<file path="config.mk">
export PLATFORM = sky130hd
export DESIGN_NAME = cpu_microseq
export DESIGN_NICKNAME = d
export VERILOG_FILES = /design/src/rtl/cpu_microseq_pkg.sv /design/src/rtl/cpu_microseq_jump_cond.sv /design/src/rtl/cpu_microseq.sv
export SDC_FILE = /design/constraint.sdc
export NUM_CORES = 1
export LEC_CHECK = 0
export ABC_AREA = 1
export BUFFER_PORTS_ARGS = -buffer_cell sky130_fd_sc_hd__buf_2
export CAP_MARGIN = 5
export CORE_MARGIN = 1
export CORE_UTILIZATION = 28
export CTS_CLUSTER_SIZE = 30
export DETAILED_ROUTE_END_ITERATION = 10
export SKIP_LAST_GASP = 1
export SLEW_MARGIN = 30
export SYNTH_ARGS = -nofsm -noshare
export SYNTH_HDL_FRONTEND = slang
export SYNTH_SLANG_ARGS = --single-unit
</file>
<file path="constraint.sdc">
create_clock -name clk -period 0.8 [get_ports clk]
set_input_delay 0.04 -clock clk [delete_from_list [all_inputs] [get_ports clk]]
set_output_delay 0.04 -clock clk [all_outputs]
set_load 0.02 [all_outputs]
</file>
<file path="src/rtl/cpu_microseq_pkg.sv">
// Shared constants for the CPU control unit: state codes, jump opcodes,
// instruction field positions and the control-line bundle type.
package cpu_microseq_pkg;

    // State codes produced by the control unit's cycle decoder
    typedef enum logic [3:0] {
        ST_FETCH_PC   = 4'd0,
        ST_FETCH_INST = 4'd1,
        ST_HALT       = 4'd2,
        ST_JUMP       = 4'd3,
        ST_OUT_A      = 4'd4,
        ST_ALU_OP     = 4'd5,
        ST_NEXT       = 4'd6,
        ST_MOV_FETCH  = 4'd7,
        ST_MOV_LOAD   = 4'd8,
        ST_MOV_STORE  = 4'd9,
        ST_LDI        = 4'd10
    } state_t;

    // Conditional / unconditional jump opcodes
    localparam logic [7:0] OP_JMP = 8'h18;
    localparam logic [7:0] OP_JEZ = 8'h19;
    localparam logic [7:0] OP_JNZ = 8'h1A;

    // Field layout: MOV is 01dddsss, ALU is 10ooosss, LDI carries reg in [2:0]
    localparam int unsigned FIELD_W     = 3;
    localparam int unsigned SRC_LSB     = 0;
    localparam int unsigned DST_LSB     = 3;
    localparam int unsigned ALU_FN_LSB  = 3;

    // Register-file codes
    localparam logic [FIELD_W-1:0] REG_A   = 3'b000;
    localparam logic [FIELD_W-1:0] REG_MEM = 3'b111;

    // Single-bit datapath control lines
    typedef struct packed {
        logic pc_inc;
        logic pc_out;
        logic pc_load;
        logic mar_load;
        logic ram_out;
        logic ram_load;
        logic ir_load;
        logic reg_out;
        logic reg_load;
        logic alu_out;
        logic out_load;
    } ctrl_t;

endpackage

</file>
<file path="src/rtl/cpu_microseq_jump_cond.sv">
// Jump condition evaluator: decides whether a jump opcode is taken
// given the latched zero flag. Non-jump opcodes are never taken.
module cpu_jump_cond
    import cpu_microseq_pkg::*;
(
    input  logic [7:0] opcode,
    input  logic       flag_zero,
    output logic       taken
);

    // Condition select by opcode
    always_comb begin
        taken = 1'b0;
        case (opcode)
            OP_JMP:  taken = 1'b1;
            OP_JEZ:  taken = flag_zero;
            OP_JNZ:  taken = ~flag_zero;
            default: taken = 1'b0;
        endcase
    end

endmodule

</file>
<file path="src/rtl/cpu_microseq.sv">
// Microsequencer output stage: decodes state/opcode into the registered
// datapath control bundle, and owns the zero-flag and sticky halt latches.
module cpu_microseq
    import cpu_microseq_pkg::*;
#(
    parameter int unsigned REG_SEL_W = 3,
    parameter int unsigned ALU_OP_W  = 3
) (
    input  logic                 clk,
    input  logic                 reset,
    input  logic [3:0]           state,
    input  logic [7:0]           opcode,
    input  logic                 alu_zero,
    output logic                 c_pc_inc,
    output logic                 c_pc_out,
    output logic                 c_pc_load,
    output logic                 c_mar_load,
    output logic                 c_ram_out,
    output logic                 c_ram_load,
    output logic                 c_ir_load,
    output logic                 c_reg_out,
    output logic                 c_reg_load,
    output logic [REG_SEL_W-1:0] c_reg_sel,
    output logic                 c_alu_out,
    output logic [ALU_OP_W-1:0]  c_alu_op,
    output logic                 c_out_load,
    output logic                 halted,
    output logic                 reset_cycle,
    output logic                 decode_err
);

    logic                 flag_zero;
    logic                 jump_taken;
    logic [FIELD_W-1:0]   src_field;
    logic [FIELD_W-1:0]   dst_field;
    logic [FIELD_W-1:0]   alu_fn;

    ctrl_t                ctrl_nxt;
    ctrl_t                ctrl_q;
    logic [REG_SEL_W-1:0] sel_nxt;
    logic [ALU_OP_W-1:0]  aluop_nxt;
    logic                 rc_nxt;
    logic                 err_nxt;
    logic                 halted_nxt;
    logic                 flag_nxt;

    assign src_field = opcode[SRC_LSB +: FIELD_W];
    assign dst_field = opcode[DST_LSB +: FIELD_W];
    assign alu_fn    = opcode[ALU_FN_LSB +: FIELD_W];

    cpu_jump_cond u_jump_cond (
        .opcode    (opcode),
        .flag_zero (flag_zero),
        .taken     (jump_taken)
    );

    // Next control bundle from state/opcode; everything stays low once halted
    always_comb begin
        ctrl_nxt  = '0;
        sel_nxt   = '0;
        aluop_nxt = '0;
        rc_nxt    = 1'b0;
        err_nxt   = 1'b0;
        if (!halted) begin
            case (state)
                ST_FETCH_PC, ST_MOV_FETCH: begin
                    ctrl_nxt.pc_out   = 1'b1;
                    ctrl_nxt.mar_load = 1'b1;
                end
                ST_FETCH_INST: begin
                    ctrl_nxt.ram_out = 1'b1;
                    ctrl_nxt.ir_load = 1'b1;
                    ctrl_nxt.pc_inc  = 1'b1;
                end
                ST_HALT: ;
                ST_JUMP: begin
                    if (jump_taken) begin
                        ctrl_nxt.ram_out = 1'b1;
                        ctrl_nxt.pc_load = 1'b1;
                    end else begin
                        ctrl_nxt.pc_inc  = 1'b1;
                    end
                end
                ST_OUT_A: begin
                    ctrl_nxt.reg_out  = 1'b1;
                    ctrl_nxt.out_load = 1'b1;
                    sel_nxt           = REG_SEL_W'(REG_A);
                end
                ST_ALU_OP: begin
                    ctrl_nxt.alu_out  = 1'b1;
                    ctrl_nxt.reg_load = 1'b1;
                    sel_nxt           = REG_SEL_W'(REG_A);
                    aluop_nxt         = ALU_OP_W'(alu_fn);
                end
                ST_NEXT: rc_nxt = 1'b1;
                ST_MOV_LOAD: begin
                    ctrl_nxt.ram_out  = 1'b1;
                    ctrl_nxt.mar_load = 1'b1;
                    ctrl_nxt.pc_inc   = 1'b1;
                end
                // Memory source wins when both fields name memory
                ST_MOV_STORE: begin
                    if (src_field == REG_MEM) begin
                        ctrl_nxt.ram_out  = 1'b1;
                        ctrl_nxt.reg_load = 1'b1;
                        sel_nxt           = REG_SEL_W'(dst_field);
                    end else if (dst_field == REG_MEM) begin
                        ctrl_nxt.reg_out  = 1'b1;
                        ctrl_nxt.ram_load = 1'b1;
                        sel_nxt           = REG_SEL_W'(src_field);
                    end
                end
                ST_LDI: begin
                    ctrl_nxt.ram_out  = 1'b1;
                    ctrl_nxt.reg_load = 1'b1;
                    ctrl_nxt.pc_inc   = 1'b1;
                    sel_nxt           = REG_SEL_W'(src_field);
                end
                default: err_nxt = 1'b1;
            endcase
        end
    end

    // Latch next values: halt is sticky, zero flag only moves in ALU_OP
    always_comb begin
        halted_nxt = halted | (state == ST_HALT);
        flag_nxt   = flag_zero;
        if (!halted && state == ST_ALU_OP) begin
            flag_nxt = alu_zero;
        end
    end

    // Output and status register bank
    always_ff @(posedge clk or posedge reset) begin
        if (reset) begin
            ctrl_q      <= '0;
            c_reg_sel   <= '0;
            c_alu_op    <= '0;
            reset_cycle <= 1'b0;
            decode_err  <= 1'b0;
            halted      <= 1'b0;
            flag_zero   <= 1'b0;
        end else begin
            ctrl_q      <= ctrl_nxt;
            c_reg_sel   <= sel_nxt;
            c_alu_op    <= aluop_nxt;
            reset_cycle <= rc_nxt;
            decode_err  <= err_nxt;
            halted      <= halted_nxt;
            flag_zero   <= flag_nxt;
        end
    end

    assign c_pc_inc   = ctrl_q.pc_inc;
    assign c_pc_out   = ctrl_q.pc_out;
    assign c_pc_load  = ctrl_q.pc_load;
    assign c_mar_load = ctrl_q.mar_load;
    assign c_ram_out  = ctrl_q.ram_out;
    assign c_ram_load = ctrl_q.ram_load;
    assign c_ir_load  = ctrl_q.ir_load;
    assign c_reg_out  = ctrl_q.reg_out;
    assign c_reg_load = ctrl_q.reg_load;
    assign c_alu_out  = ctrl_q.alu_out;
    assign c_out_load = ctrl_q.out_load;

endmodule

</file>
== Yosys cells after proc, flatten, opt, wreduce, memory -nomap -nowiden ==
Cells that the tools add are included.
Storage, ports and cells
  logic and storage cells: 70
  flip-flop bits (word level): 21
Operators by class
  reduce and logical (&&, ||, !) cells: 8
  bitwise operators: 2
  muxes and demuxes: 28
  equality and inequality tests: 15
Operators by type and width (count)
  $eq A8 B5 Y1 const B: 3
  $eq A4 B3 Y1 const B: 4
  $mux W1: 16
  $mux W3: 5
  $eq A4 B4 Y1 const B: 3
  $mux W11: 1
  $reduce_or A11 Y1: 1
  $eq A4 B2 Y1 const B: 2
  $eq A3 B3 Y1 const B: 2
  $pmux W1 S2: 3
  $pmux W1 S3: 2
  $pmux W3 S2: 1
  $reduce_or A3 Y1: 2
  $eq A4 B1 Y1 const B: 1
  $logic_not A4 Y1: 1
  $reduce_or A2 Y1: 2
  $logic_and A1 B1 Y1: 1
  $logic_not A1 Y1: 1
  $not A1 Y1: 1
  $or A1 B1 Y1: 1

== Logic depth before layout (Yosys ltp) ==
  depth in word-level cells: 5
  mapped depth: 7
  gate-level depth less buffers: 7

== Modules after synthesis ==
From an unflattened synthesis, not the netlist that was laid out.
Unflattened totals
  cell total of the unflattened synthesis: 112
  area, all modules: 915.9 sq um
By module, submodules not included
  cpu_microseq: times used 1, cells each 102, area each 873.3 sq um
  cpu_jump_cond: times used 1, cells each 10, area each 42.5 sq um

== Least setup slack after synthesis ==
No wires, ideal clock.
  path type: reg2reg
  from: register halted
  to: register ctrl_q, in the netlist c_reg_load
  period minus slack after synthesis: 1034 ps
  slack: -234 ps
  arrival time: 902 ps
  stages on the path, launching flop included: 6
  buffers on the path: 0
  cell sequence: dfrtp_1 > inv_1 > nand2_1 > nor2_4 > inv_1 > o21ai_1
RTL lines
  from (decl): line cpu_microseq.sv:27  | output logic halted,
  from (signal assigned): line cpu_microseq.sv:149  | halted <= halted_nxt;
  to (signal assigned): line cpu_microseq.sv:144  | ctrl_q <= ctrl_nxt;
  to (decl): line cpu_microseq.sv:39  | ctrl_t ctrl_q;

== Worst setup path in the final report ==
  from: register halted
  to: output halted
No word-level cell between the ends.

==> qor.yml <==
grt:
  grt_use_total: 0.1476
  grt_max_degree: 22
  antenna_found_initial: 0
  grt_pass1_wl_microns: 3891
  grt_pass1_vias: 927
  grt_overflow_total: 0
floorplan:
  floorplan.core_area_sq_mm: 0.003128
  dieArea_sq_mm: 0.003633
  io_pins: 35
  initial_core_util: 0.3040
  rows: 20
  die_h_microns: 60.28
  chipWidth_microns: 60.28
cts:
  clockBufferDepth: 2
  clk_pin_slew_ns: 0.12
  cts.htree.levels: 1
  root_buffer: "clkbuf_4"
  numCtsBuffers: 3
  cts_tree: "done"
  cts.sinks: 21
  clock_latency_ns: 0.31
outcome:
  failed_checks: "negative setup slack"
  status: "finished with violations"
worst_setup_path:
  path_class: "reg2out"
  slowest_delay_ns: 0.45
  worst-r2r-cell-count: 5
  r2r-end: "c_alu_op[0]$_DFF_PP0_"
  path_max_fanout: 3
  cpMaxStageDelayCell: "dfrtp_2"
  rr_startpoint: "halted$_DFF_PP0_"
  critPathCaptureType: "output pin"
  critPathCapture: "halted"
  path_buf_inv: 2
  cp_cell_sequence: "buf_6, buf_6"
  startpoint_type: "register"
  cpLargestDelayFamily: "flip-flops"
  crit_arrival_ns: 1.00
  path_depth: 2
  cp-startpoint: "halted$_DFF_PP0_"
  r2r_slack_ns: -0.20
  cp.required_ns: 0.76
  crit_path_frequent_cell: "buf_6"
sta:
  fin_worst_skew_ns: 0.01029
  slew_violations: 0
  fin_tns_setup_ns: -3.910
  setup_slack_ns: -0.2428
  period_minus_slack_ns: 1.043
  finalSetupViolCount: 40
  slew_headroom: 0.8262
  tightest_slew_ns: 0.2607
  fmax_mhz: 959.0
  rsz0062_at_grt: "true"
  finalCritPeriodShare: 1.303
  hold_viol: 0
route:
  dr_total_vias: 909
  post-route-drc-count: 0
  ant_nets: 0
  dr.pass1.iters: 4
  routed_wirelength_microns: 2284
  viasPerCell: 4.308
  dr.max_layer_used: "met4"
  dr.first_iter.drc_count: 14
  routed-wl-met2_microns: 1149
  wirelength_met1_microns: 994
  wire_per_inst_microns: 10.82
  wl_met3_microns: 74
power:
  powerDensity_mw_per_mm2: 1131
  vdd_drop_max_mv: 0.3863
  power_leakage_nw: 0.8431
synth:
  syn_inst: 110
  synth.distinct_cells: 19
  ys_seq_elements: 21
  async_flop_share: 1.000
  synthesis.area_sq_um: 950.9
  synth_edf_count: 0
  yosysWarnings: 0
  ys_seq_area_frac: 0.5526
  avgSynthCellArea_sq_um: 8.645
  syn_nets: 125
  synth_ff_type: "dfrtp_1"
placed_design:
  dp_hpwl_microns: 1658
  placed_cell_area_sq_mm: 0.001266
  finalWeightedCongestion: 0.8105
  port_buffers: 34
cells_and_area:
  fin_nets: 183
  synthToLayoutAreaGrowth_pct: 67.89
  final_layout_size_suffix_gt1_frac: 0.5210
  n_antenna_cell: 0
  top_regs: "c_alu_op x3, c_reg_sel x3"
  stdcell_area_sq_mm: 0.001597
  final_cell_mix: "buf_6 (25), nand2_1 (21), dfrtp_1 (20)"
  final_common_cell: "buf_6"
job:
  cap_violations: 0
hold_path:
  holdCritPathClass: "in2reg"
[synthesized netlist by cell type (2+ instances only)]
cell | count | area share
nand2_1 | 24 | 0.095
dfrtp_1 | 21 | 0.55
inv_1 | 17 | 0.067
nor2_1 | 16 | 0.063
nand3_1 | 7 | 0.037
a21oi_1 | 5 | 0.026
nand3_2 | 4 | 0.042
o21ai_0 | 4 | 0.021
nor3_1 | 2 | 0.011
[cells by family after synthesis]
family / synth area share
simple gates: 0.3053
flops: 0.5526
buf+inv: 0.07499
compound gates: 0.06710
[metrics by stage]
| step | total power, W | cells | util | hold slack (ns) | setup slack [ns] |
|---|---|---|---|---|---|
| floorplan | 0.001177 | 110 | - | 0.01646 | -0.1128 |
| global placement | 0.001279 | 199 | 0.4048 | 0.07776 | -0.09751 |
| detailed placement | 0.001283 | 199 | 0.4048 | 0.08142 | -0.1312 |
| CTS | 0.001812 | 212 | 0.4964 | 0.02190 | -0.2471 |
| global route | 0.001892 | 211 | 0.5104 | 0.03995 | -0.2730 |
| finish | 0.001806 | 211 | 0.5104 | 0.04283 | -0.2428 |
[area by class of cell]
cell class | instances | area, sq um
clock buffer | 3 | 22.52
clock inverter | 1 | 5.005
fill | 278 | 1531
inverter | 18 | 70.07
multi-input combinational | 70 | 442.9
sequential | 21 | 526.8
tap | 44 | 55.05
timing repair buffer | 54 | 474.2
[worst reg2reg max path: cells and delay by family (launching register included)]
kind / cells / cell delay, ns
flops: 1 / 0.45
buf+inv: 2 / 0.17
simple gates: 3 / 0.33
[metal layers]
layer  GRT usage  vias up
met5           0        -
met4     0.08638        0
met3     0.02597        7
met2      0.2433       24
met1      0.1786      420
li1            -      458
[timing repair]
item | in CTS | in global routing
buffers inserted | 5 | 0
endpoints found under the setup margin | 35 | 41
hold endpoints to repair | 24 | 0
resized for setup | 56 | 17
hold buffers | 4 | 0
pin swaps | 5 | 6
[report_power, final]
group | total (W) | switching, W | internal [W] | leakage [nW]
combinational | 0.000234 | 0.000144 | 0.0000899 | 0.543
clock | 0.000511 | 0.000325 | 0.000187 | 0.0177
sequential | 0.00106 | 0 | 0.00106 | 0.283
[worst min path at each step]
| stage | from | end | depth (start not counted) |
|---|---|---|---|
| 2_1_floorplan | reset | c_alu_op[0]$_DFF_PP0_ | 1 |
| 3_3_place_gp | reset | c_ram_load$_DFF_PP0_ | 3 |
| 3_5_place_dp | reset | c_out_load$_DFF_PP0_ | 3 |
| 4_1_cts | opcode[1] | c_reg_sel[1]$_DFF_PP0_ | 3 |
| 5_1_grt | opcode[1] | c_reg_sel[1]$_DFF_PP0_ | 3 |
| 6_report | opcode[1] | c_reg_sel[1]$_DFF_PP0_ | 3 |
(Power assumes the default switching activity.)
